**src/rtl/extract_in_arb.sv**
```systemverilog
// ---------------------------------------------------------------------------
// extract_in_arb
//
// Two-source packet arbiter in front of the Extract block. Whole packets
// from source 0 or source 1 are forwarded onto a single streaming output;
// once a source wins, it owns the output until its end-of-packet beat
// transfers. Ties between two start-of-packet beats are settled by
// round-robin. Beats that show up while idle without start-of-packet are
// orphans: they are accepted and discarded so a source cannot wedge the
// arbiter.
//
// Ports
//   clk, reset_n             clock, asynchronous active-low reset
//   inN_valid/_ready         source N handshake (readyLatency 0), N=0,1
//   inN_startofpacket/_endofpacket/_error/_data/_empty
//                            source N beat payload
//   out_valid/_ready         sink handshake (readyLatency 0)
//   out_startofpacket/_endofpacket/_error/_data/_empty
//                            forwarded beat payload
//   grant                    one-hot owner (01 src0, 10 src1, 00 idle)
//   pkt_cnt0/pkt_cnt1        saturating packets-forwarded counters
//   drop_cnt                 saturating orphan-beat counter
//   proto_err                sticky: sop seen on a non-first beat
// ---------------------------------------------------------------------------
module extract_in_arb #(
   parameter int DATA_WIDTH  = 64,
   parameter int EMPTY_WIDTH = $clog2(DATA_WIDTH/8),
   parameter int CNT_WIDTH   = 16
) (
   input  logic                   clk,
   input  logic                   reset_n,

   input  logic                   in0_valid,
   input  logic                   in0_startofpacket,
   input  logic                   in0_endofpacket,
   input  logic                   in0_error,
   input  logic [DATA_WIDTH-1:0]  in0_data,
   input  logic [EMPTY_WIDTH-1:0] in0_empty,
   output logic                   in0_ready,

   input  logic                   in1_valid,
   input  logic                   in1_startofpacket,
   input  logic                   in1_endofpacket,
   input  logic                   in1_error,
   input  logic [DATA_WIDTH-1:0]  in1_data,
   input  logic [EMPTY_WIDTH-1:0] in1_empty,
   output logic                   in1_ready,

   output logic                   out_valid,
   output logic                   out_startofpacket,
   output logic                   out_endofpacket,
   output logic                   out_error,
   output logic [DATA_WIDTH-1:0]  out_data,
   output logic [EMPTY_WIDTH-1:0] out_empty,
   input  logic                   out_ready,

   output logic [1:0]             grant,
   output logic [CNT_WIDTH-1:0]   pkt_cnt0,
   output logic [CNT_WIDTH-1:0]   pkt_cnt1,
   output logic [CNT_WIDTH-1:0]   drop_cnt,
   output logic                   proto_err
);

   typedef enum logic [1:0] {
      IDLE  = 2'd0,
      LOCK0 = 2'd1,
      LOCK1 = 2'd2
   } state_t;

   state_t                 state_q;
   logic [1:0]             grant_q;
   logic                   last_q;      // 1: source 1 was granted last
   logic                   first_q;     // next transfer is the packet's first beat
   logic                   active_q;    // low for the first cycle after reset
   logic [CNT_WIDTH-1:0]   pkt_cnt0_q, pkt_cnt1_q, drop_cnt_q;
   logic                   proto_err_q;

   logic                   cand0, cand1;
   logic                   lock_xfer;
   logic [1:0]             drop_inc;

   // Saturating add of 0..2; the extra sum bit flags overflow.
   function automatic logic [CNT_WIDTH-1:0] sat_add(
      input logic [CNT_WIDTH-1:0] a,
      input logic [1:0]           inc
   );
      logic [CNT_WIDTH:0] s;
      s = {1'b0, a} + {{(CNT_WIDTH-1){1'b0}}, inc};
      return s[CNT_WIDTH] ? {CNT_WIDTH{1'b1}} : s[CNT_WIDTH-1:0];
   endfunction

   assign cand0 = in0_valid & in0_startofpacket;
   assign cand1 = in1_valid & in1_startofpacket;

   // ------------------------------------------------------------------
   // Datapath and handshakes. In LOCKn the owner is wired straight
   // through; in IDLE only orphan beats are acked. active_q keeps every
   // ready low while reset is asserted, since an orphan ack would
   // otherwise be a combinational function of the inputs alone.
   // ------------------------------------------------------------------
   always_comb begin
      in0_ready         = 1'b0;
      in1_ready         = 1'b0;
      out_valid         = 1'b0;
      out_startofpacket = 1'b0;
      out_endofpacket   = 1'b0;
      out_error         = 1'b0;
      out_data          = '0;
      out_empty         = '0;
      unique case (state_q)
         IDLE: begin
            in0_ready = active_q & in0_valid & ~in0_startofpacket;
            in1_ready = active_q & in1_valid & ~in1_startofpacket;
         end
         LOCK0: begin
            out_valid         = in0_valid;
            out_startofpacket = in0_startofpacket;
            out_endofpacket   = in0_endofpacket;
            out_error         = in0_error;
            out_data          = in0_data;
            out_empty         = in0_empty;
            in0_ready         = out_ready;
         end
         LOCK1: begin
            out_valid         = in1_valid;
            out_startofpacket = in1_startofpacket;
            out_endofpacket   = in1_endofpacket;
            out_error         = in1_error;
            out_data          = in1_data;
            out_empty         = in1_empty;
            in1_ready         = out_ready;
         end
         default: ;
      endcase
   end

   // out_valid is only nonzero while locked, so this is the owner's transfer.
   assign lock_xfer = out_valid & out_ready;

   // Orphan beats transfer exactly when their IDLE ready is high.
   assign drop_inc = {1'b0, in0_valid & in0_ready & (state_q == IDLE)}
                   + {1'b0, in1_valid & in1_ready & (state_q == IDLE)};

   // ------------------------------------------------------------------
   // Arbitration FSM with registered grant and statistics.
   // ------------------------------------------------------------------
   always_ff @(posedge clk or negedge reset_n) begin
      if (!reset_n) begin
         state_q     <= IDLE;
         grant_q     <= 2'b00;
         last_q      <= 1'b1;
         first_q     <= 1'b0;
         active_q    <= 1'b0;
         pkt_cnt0_q  <= '0;
         pkt_cnt1_q  <= '0;
         drop_cnt_q  <= '0;
         proto_err_q <= 1'b0;
      end else begin
         active_q <= 1'b1;
         unique case (state_q)
            IDLE: begin
               drop_cnt_q <= sat_add(drop_cnt_q, drop_inc);
               // Source 0 wins alone, or on a tie when source 1 went last.
               if (cand0 && (!cand1 || last_q)) begin
                  state_q <= LOCK0;
                  grant_q <= 2'b01;
                  first_q <= 1'b1;
               end else if (cand1) begin
                  state_q <= LOCK1;
                  grant_q <= 2'b10;
                  first_q <= 1'b1;
               end
            end
            LOCK0, LOCK1: begin
               if (lock_xfer) begin
                  first_q <= 1'b0;
                  // A restart inside a packet is forwarded but remembered.
                  if (!first_q && out_startofpacket)
                     proto_err_q <= 1'b1;
                  if (out_endofpacket) begin
                     state_q <= IDLE;
                     grant_q <= 2'b00;
                     last_q  <= (state_q == LOCK1);
                     if (state_q == LOCK0)
                        pkt_cnt0_q <= sat_add(pkt_cnt0_q, 2'd1);
                     else
                        pkt_cnt1_q <= sat_add(pkt_cnt1_q, 2'd1);
                  end
               end
            end
            default: begin
               state_q <= IDLE;
               grant_q <= 2'b00;
            end
         endcase
      end
   end

   assign grant     = grant_q;
   assign pkt_cnt0  = pkt_cnt0_q;
   assign pkt_cnt1  = pkt_cnt1_q;
   assign drop_cnt  = drop_cnt_q;
   assign proto_err = proto_err_q;

endmodule

```
**config.mk**
```make
export PLATFORM = sky130hd
export DESIGN_NAME = extract_in_arb
export DESIGN_NICKNAME = d
export VERILOG_FILES = /design/src/rtl/extract_in_arb.sv
export SDC_FILE = /design/constraint.sdc
export NUM_CORES = 1
export LEC_CHECK = 0
export ABC_CLOCK_PERIOD_IN_PS = 2900
export CORE_AREA = 2 2 92 139
export CTS_CLUSTER_DIAMETER = 30
export DETAILED_ROUTE_END_ITERATION = 8
export DIE_AREA = 0 0 94 141
export PLACE_DENSITY = 0.77
export SYNTH_ARGS = -nofsm -noshare
export SYNTH_HDL_FRONTEND = slang
export SYNTH_SLANG_ARGS = --single-unit
```
**constraint.sdc**
```tcl
create_clock -name clk -period 2.9 [get_ports clk]
set_input_delay 0.58 -clock clk [delete_from_list [all_inputs] [get_ports clk]]
set_output_delay 0.58 -clock clk [all_outputs]
set_load 0.005 [all_outputs]
```
# Word level (Yosys, flattened, before mapping)
# Index checks and enable logic that the tools add are counted.
# classes
add_sub_neg,4
eq_ne,5
muxes,20
bitwise,14
n_reduce_logical,14
# ops
cell,n
$pmux W64 S2,1
$mux W16,3
$add A16 B1 Y17 const B,2
$add A16 B2 Y17,1
$pmux W1 S2,7
$reduce_and A3 Y1,4
$and A1 B1 Y1,11
$mux W2,4
$reduce_and A4 Y1,2
$pmux W3 S2,1
$ne A2 B2 Y1 const B,2
$pmux W2 S2,1
$mux W1,3
$ne A3 B2 Y1 const B,1
$not A1 Y1,3
$add A1 B1 Y2,1
$eq A2 B1 Y1 const B,1
$eq A2 B2 Y1 const B,1
$logic_and A1 B1 Y1,2
$logic_not A1 Y1,2
$logic_not A2 Y1,1
$reduce_bool A2 Y1,1
$reduce_or A2 Y1,1
$logic_or A1 B1 Y1,1
# word_totals
ff_bits,54
input_bits,145
output_inout_bits,124
elab_cells,65

# Depth between registers and ports, before layout
# logic_depth
word_depth,8
ltp_mapped,15
mapped_depth_nobuf,12

# Worst setup path before layout
# No wires, ideal clock.
# synth_path
kind,register -> register
start,"reg, netlist name grant[1]"
end,"reg drop_cnt_q[0], in the netlist drop_cnt[0]"
setup_time_ns,0.066
arrival_ns,3.058
t_required_ns,2.834
setup_slack_ns,-0.224
stages_incl_launch_ff,16
n_path_buf,3
period_less_slack_ns,3.124
cell_sequence,dfrtp_1 > inv_1 > ha_1 > clkbuf_1 > buf_1 > nand2_1 > nand2_1 > nand3_1 > fa_1 > inv_1 > ha_1 > inv_1 > nor4_1 > nand4_1 > buf_2 > nand2_1
# synth_lines
element,line_no,source
"end signal, assigned",162,"drop_cnt_q <= sat_add(drop_cnt_q, drop_inc);"
"end, declared",75,"logic [CNT_WIDTH-1:0] pkt_cnt0_q, pkt_cnt1_q, drop_cnt_q;"

==> results.md <==
- Run status: finished, final reports clean
- CTS tree: yes
- Post-synthesis sequential element count: 54
- Resize count post-CTS: 0
- Drt drc: 0
- Num CTS Buffers: 5
- Largest family of logic cells by synthesized area: simple AND/OR/NAND/NOR gates
- Clk Latency, worst-skew pair: 0.30 ns
- Period utilization: 96.85%
- Clk buf depth: 2
- Delay of the slowest critical-path stage: 0.54 ns
- Vias: 4,834
- Placer Congestion: 0.8454
- Sequential area share after synthesis: 35.78%
- Post-synthesis cell count: 468
- Post-layout util: 57.54%
- Origin of the critical flop-to-flop path: grant[0]
- Fin. Hold Viols: 0
- Max-cap viol count: 0
- Clock transition at path regs: 0.07 ns
- Adder-Cell Fraction of Synth Area: 2.516%
- HP Class: in2async
- Max-slew violation count: 0
- Vias in the first global route: 4,644
- Most frequent cells in the layout: clkdlybuf4s50_1, nor2_1, a22oi_1, dfrtp_1, nand2_1
- Initial antenna violation count: 1
- Avg Inst Size Synth: 8.077 um2
- Post-synthesis compound-gate area fraction: 24.73%
- Post-synth EDFFs: 0
- Max Fclk: 356.0 MHz
- Site row count: 50
- Most used DFF post-synth: dfrtp_1
- R2r endpoint: drop_cnt[12]
- Peak supply drop: 405.5 uV
- First-pass GRT wire length: 24.34 mm
- Most common library cell in the layout ignoring fill and taps: clkdlybuf4s50_1
- CTS root buf: clkbuf_16
- CP Capture Type: primary output
- Syn. warnings: 0
- Multiplexer area fraction after synthesis: 3.476%
- Final non-filler cell total: 892
- Reg2Reg Depth: 12
- Post-layout min period: 2.809 ns
- Die area: 13,250 um2
- CP max stage cell: clkdlybuf4s50_1
- RSZ-0062 raised after global routing: true
- Synth-to-layout area growth: 85.70%
- Overflow after GRT: 0
- PnR Total Power: 5.106 mW
- Total power divided by cell area: 727.4 nW/um2
- DR vias/cell: 5.419
- Slew Limit Headroom: 52.73%
- Arr. time, crit path: 2.23 ns
- Cell-by-cell trace of the critical path: inv_2 > ha_2 > buf_12 > a22oi_1 > nor2_1 > clkdlybuf4s50_1
- H-Tree Depth: 2
- Share of post-route cells with drive strength above 1: 8.707%
- Fin Clk Skew: 0.006356 ns
- Worst setup startpoint: grant[0]
- Nets: 886
- Total GRT Usage: 23.60%
- Largest net degree at the start of global routing: 76
- Detail Route Antenna Nets: 0
- Routed len/inst: 19.04 um
- Final hold slack: 0.4056 ns
- Cell area after synthesis: 3780 um2
- CP Max Fanout: 37
- Synth Area in XOR/XNOR: 1.854%
- Tightest Pin Transition: 0.7090 ns
- Drt first pass iters: 5
- Cells after DPL: 881
- Final setup fails: 0
- DRT iter0 DRCs: 258
- Post-Synth Simple-Gate Area: 26.81%
- CP Data Required Time: 2.32 ns
- IO Pins: 269
- Setup crit start kind: flop
- Routed WL: 16.98 mm
- Top Family by Delay on Critical Path: buffers and inverters
- Die Width: 94 um
- Dpl hpwl: 13.25 mm
- Number of port buffers: 268
- Initial Utilization: 30.98%
- Die Ht: 141 um
- Worst Setup Path Type: reg2out
- Post-CTS Setup Inserts: 0
- Post-synth ARST share: 100.0%
- Number of cells on the critical path: 6
- Leakage: 2.883 nW
- Core Region: 12,200 um2
- Fin Setup TNS: 0 ns
- Clock Sink Count: 54
- Cts hold-fix bufs: 0
- Buf/Inv on CP: 3
- Reg-to-reg slack, setup: 0.18 ns
- Cell variety after synth: 53
- Post-synthesis net count: 620
## layout make-up
cell class	count	area, um2
fill	1078	5180
sequential	54	1353
antenna	1	2.502
inverter	12	45.04
tap	156	195.2
clock buffer	8	166.4
multi-input combinational	370	2317
timing repair buffer	291	2940
## kinds of logic after synthesis
group           Yosys count
buf+inv                  44
simple gates            208
compound gates          134
other cells               1
flops                    54
xor+xnor                  8
mux                      12
fa+ha+maj                 7
## per-stage QoR
stage,setup slack (ns),instance area (um2)
after floorplan,0.02484,3789
after global placement,-0.07176,6731
after detailed placement,-0.1604,6731
after CTS,0.003925,6898
after global routing,-0.03501,7017
final,0.09122,7019
## routing by layer
layer	vias up	share of wire [%]	global-route usage, %
li1	2266	-	-
met3	25	9.5	6.253
met2	260	50	41.54
met1	2283	38	27.93
met4	0	1.9	6.712
met5	-	0	0
## registers in the layout, indices dropped and copies added (netlist names)
register	count
grant	2
pkt_cnt0	16
last_q	1
pkt_cnt1	16
first_q	1
proto_err	1
drop_cnt	16
active_q	1
## synth_stat cells, types with 2 or more instances
| master | number | area share, % |
|---|---|---|
| o2111ai_1 | 2 | 0.46 |
| and3_1 | 10 | 1.7 |
| xnor2_1 | 5 | 1.2 |
| clkbuf_1 | 24 | 2.4 |
| dfrtp_1 | 53 | 35 |
| o21a_1 | 3 | 0.60 |
| o22a_1 | 5 | 1.2 |
| and4_1 | 10 | 2.3 |
| a21oi_1 | 23 | 3.0 |
| o21ai_0 | 9 | 1.2 |
| nor2_1 | 87 | 8.6 |
| o211ai_1 | 2 | 0.40 |
| nor3_2 | 3 | 0.79 |
| a21boi_0 | 2 | 0.40 |
| and2_1 | 4 | 0.66 |
| nand4_1 | 11 | 1.8 |
| a22oi_1 | 70 | 14 |
| a31oi_1 | 10 | 1.7 |
| nand2b_1 | 3 | 0.50 |
| a21o_1 | 2 | 0.40 |
| nand3_1 | 17 | 2.3 |
| inv_1 | 11 | 1.1 |
| nor4_1 | 6 | 0.99 |
| buf_2 | 2 | 0.26 |
| nand4b_1 | 3 | 0.70 |
| mux2i_1 | 3 | 0.79 |
| ha_1 | 6 | 2.0 |
| xor2_1 | 3 | 0.70 |
| buf_1 | 4 | 0.40 |
| nor3_1 | 5 | 0.66 |
| mux2_2 | 8 | 2.4 |
| or2_2 | 2 | 0.33 |
| nand2_1 | 40 | 4.0 |
## how the worst max path moves through the flow
stage                                  to
after floorplan               drop_cnt[0]
after detailed placement     drop_cnt[12]
after global routing          drop_cnt[4]
final                     out_endofpacket
after CTS                    out_data[29]
after global placement       drop_cnt[12]
## report_power, final
part / total, mW / switching, mW / internal, mW
Sequential: 0.948 / 0.107 / 0.840
Combinational: 3.50 / 1.74 / 1.76
Clock: 0.657 / 0.266 / 0.391
## worst register-to-register path, delay by kind of cell, from the launching register on
kind,cells,cell delay [ns]
simple gates,6,0.85
fa+ha+maj,3,0.78
flops,1,0.45
mux,1,0.34
buf+inv,2,0.19
(Power assumes the default switching activity.)
==> variant 1 (same flow settings) <==
`CNT_WIDTH`: 16 -> 14.
--- a/src/rtl/extract_in_arb.sv
+++ b/src/rtl/extract_in_arb.sv
@@ -26,5 +26,5 @@
    parameter int DATA_WIDTH  = 64,
    parameter int EMPTY_WIDTH = $clog2(DATA_WIDTH/8),
-   parameter int CNT_WIDTH   = 16
+   parameter int CNT_WIDTH   = 14
 ) (
    input  logic                   clk,
Ports: changed (resized drop_cnt, pkt_cnt0 and pkt_cnt1); port bits go from 269 to 263. The function was not compared with the original's and may differ.
==> variant 1 against the original RTL <==
Design area down 5.8%; cell count down 4.5%; wire length down 2.7%; setup slack better by 0.013 ns; area after synthesis down 8.4%; highest routed layer unchanged; synthesized cell count down 7.7%; count of clock-buffer cells in the layout down 2; clock skew about the same; power down 17%; sequential cell count down 6; first-iteration DRC count down 51%.
==> variant 1: results (changes against the original RTL) <==
| Metric | Value |
|---|---|
| Final clock skew | `0.00609 ns (was 0.00636 ns)` |
| CP endpoint | `out_valid (was out_endofpacket)` |
| Register area share after synthesis | `34.7% (was 35.8%)` |
| Fraction of area in multi-input gates | `32.5% (was 33.0%)` |
| Num sequential | `48 (was 54)` |
| Synth cell types | `48 (was 53)` |
| Met2 WL | `7.75 mm (was 8.52 mm)` |
| Post-layout min period | `2.80 ns (was 2.81 ns)` |
| WL final | `16.5 mm (was 17.0 mm)` |
| Setup crit start | `grant[1] (was grant[0])` |
| GR Util met1 | `23.9% (was 27.9%)` |
| Mapped Nets | `584 (was 620)` |
| #MultiIn Comb | `343 (was 370)` |
| # fillers | `1131 (was 1078)` |
| GR Util met3 | `12.5% (was 6.25%)` |
| ClkCell Share | `2.33% (was 2.37%)` |
| Metal3 WL | `2.35 mm (was 1.62 mm)` |
| Avg Inst Size Synth | `8.01 sq um (was 8.08 sq um)` |
| Top cells by count, synth | `nor2_1 (81), a22oi_1 (69), dfrtp_1 (47) (was nor2_1 (87), a22oi_1 (70), dfrtp_1 (53))` |
| Vias per std cell | `5.25 (was 5.42)` |
| Area contributors post-synth | `dfrtp_1 (34%), a22oi_1 (15%), nor2_1 (8.8%) (was dfrtp_1 (35%), a22oi_1 (14%), nor2_1 (8.6%))` |
| Outcome | `completed (unchanged)` |
| Layout cells sized above 1 | `8.06% (was 8.71%)` |
| Placed cells | `840 (was 881)` |
| P_sw | `1.67 mW (was 2.12 mW)` |
| DP HPWL | `12.6 mm (was 13.3 mm)` |
| Area growth syn-to-layout | `91.0% (was 85.7%)` |
| CP max FO | `38 (was 37)` |
| Worst reg-to-reg setup slack | `0.15 ns (was 0.18 ns)` |
| Min Hold Slack | `0.189 ns (was 0.406 ns)` |
| Reg2Reg Depth | `13 (was 12)` |
| DR iter-0 viols | `126 (was 258)` |
| GR Util All Layers | `22.4% (was 23.6%)` |
[variant 1: power by group through the flow]
stage               Combinational, mW  Clock (mW)  Sequential [mW]
global route                     2.95       0.641            0.886
global placement                 2.55           0            0.874
finish                           2.74       0.608            0.874
CTS                              2.60       0.628            0.869
floorplan                        1.12           0            0.853
detailed placement               2.57           0            0.880
[variant 1: repair_timing]
action / CTS / global route
resized for setup: 1 / 10
cloned: 0 / 2
setup buffers: 0 / 1
endpoints found under the setup margin: 7 / 55
hold endpoints to repair: 0 / 0
[variant 1: logic make-up (layout without fill, tap and decap cells)]
logic type	after synthesis	in the layout	synth area share (%)
AND/OR/NAND/NOR	196	196	26.6
flip-flops	48	48	34.7
multiplexers	17	17	5.46
buffers and inverters	41	304	4.88
AO/OA/AOI/OAI	116	116	24.0
adder cells (fa/ha/maj)	7	7	2.75
XOR/XNOR	6	6	1.52
other	1	2	0.108
==> variant 2 (same settings) <==
Made on the original files. Re-encode `state_t` (3 states) as one-hot, 3 bits wide.
--- a/src/rtl/extract_in_arb.sv
+++ b/src/rtl/extract_in_arb.sv
@@ -62,8 +62,8 @@
 );
 
-   typedef enum logic [1:0] {
-      IDLE  = 2'd0,
-      LOCK0 = 2'd1,
-      LOCK1 = 2'd2
+   typedef enum logic [2:0] {
+      IDLE  = 3'b001,
+      LOCK0 = 3'b010,
+      LOCK1 = 3'b100
    } state_t;
 
Behaviour: same outputs for any inputs over 4 cycles, from zero or initial values and one cycle with reset_n low; so few cycles prove little.
==> variant 2 against the original RTL <==
Wire length increased by 11%; register-to-register slack improved by 0.10 ns; sequential cell count increased by 1; clock skew shrank 0.0018 ns; design area fell by 2.4%; critical path type unchanged; first-iteration DRC count shrank 3.1%; area after synthesis down 2.3%; cell count decreased by 7.7%; global-route usage rose by 3.2 points; setup slack got worse by 0.034 ns; critical path depth did not move.
Power is not compared: it rests on default switching activity, and its combinational part moved more than twofold at a synthesized area within 25%.
==> variant 2: results (changes against the original RTL) <==
| Metric | Value |
|---|---|
| Register area share after synthesis | `37.3% (was 35.8%)` |
| Crit path DAT | `2.26 ns (was 2.23 ns)` |
| Met2 WL | `8.47 mm (was 8.52 mm)` |
| Min Hold Slack | `0.235 ns (was 0.406 ns)` |
| Final clock skew | `0.00451 ns (was 0.00636 ns)` |
| Mapped Nets | `543 (was 620)` |
| Area contributors post-synth | `dfrtp_1 (36%), a22o_1 (17%), nand2_1 (5.5%) (was dfrtp_1 (35%), a22oi_1 (14%), nor2_1 (8.6%))` |
| Placement Cell Area | `6610 sq um (was 6730 sq um)` |
| Routed length per instance | `22.9 microns (was 19.0 microns)` |
| Vias per std cell | `5.31 (was 5.42)` |
| Synth cell types | `57 (was 53)` |
| Layout cells sized above 1 | `7.84% (was 8.71%)` |
| P_sw | `0.970 mW` |
| Worst reg-to-reg setup slack | `0.28 ns (was 0.18 ns)` |
| Top cells by count, synth | `a22o_1 (70), nand2_1 (54), dfrtp_1 (53) (was nor2_1 (87), a22oi_1 (70), dfrtp_1 (53))` |
| DR iter-0 viols | `250 (was 258)` |
| DP HPWL | `15.3 mm (was 13.3 mm)` |
| Number of global-route vias before repair | `4389 (was 4644)` |
| GR Util All Layers | `26.8% (was 23.6%)` |
| Top Metal Used | `met5 (was met4)` |
| Max Fclk | `0.352 GHz (was 0.356 GHz)` |
| Metal3 WL | `3.23 mm (was 1.62 mm)` |
| Placed cells | `810 (was 881)` |
| Metal-1 WL | `6.91 mm (was 6.52 mm)` |
| Pin count of the biggest net entering global routing | `47 (was 76)` |
| Avg Inst Size Synth | `9.37 sq um (was 8.08 sq um)` |
| Relative slew slack | `62.1% (was 52.7%)` |
| Antenna violations before repair | `3 (was 1)` |
| Outcome | `completed (unchanged)` |
[variant 2: changes by cell type after synthesis, moves of 6 or more]
cell / before / now
a21oi_1: 23 / 10
nand2_1: 40 / 54
nor2_1: 87 / 21
xor2_1: 3 / 15
xnor2_1: 5 / 12
a22o_1: 0 / 70
a22oi_1: 70 / 0
and4_1: 10 / 4
clkbuf_1: 24 / 12
[variant 2: final cells by class]
class	count	area (sq um)
Timing Repair Buffer	288	2930
Inverter	6	22.5
Multi-Input combinational cell	306	2170
Sequential cell	55	1380
Antenna cell	4	10.0
Clock buffer	6	129
Clock inverter	2	12.5
Tap cell	156	195
Fill cell	1084	5350
[variant 2: what timing repair did]
item,4_1_cts,5_1_grt
setup endpoints to repair,0,39
resized for setup,0,23
hold buffers,0,0
[variant 2: kinds of logic after synthesis]
logic type               after synthesis  synth area share (%)
other                                  1                 0.102
buffers and inverters                 33                  4.27
XOR/XNOR                              27                  6.40
multiplexers                           8                  2.47
flip-flops                            55                  37.3
AND/OR/NAND/NOR                      164                  25.6
adder cells (fa/ha/maj)                4                  1.56
AO/OA/AOI/OAI                        102                  22.3
[variant 2: worst max-delay path, cell delays in order, from the launching register on]
cell and delay, ns:
dfstp_2 0.53, buf_4 0.17, nor2_1 0.07, and2_2 0.25, buf_12 0.19, a22o_1 0.21
clkdlybuf4s50_1 0.54
[variant 2: final timing paths]
path,from,end,cells after the start
min reg2reg,last_q,last_q,2
min,reset_n,drop_cnt[11],1
max,state_q[0],out_data[32],6
max in group asynchronous,reset_n,last_q,2
min in group clk,last_q,last_q,2
max reg2reg,state_q[0],drop_cnt[4],9
[variant 2: routing by layer]
layer	vias up	global-route usage (%)
met5	-	0
met2	269	42.5
met3	18	17.8
met1	2068	30.1
li1	2013	-
met4	2	5.72
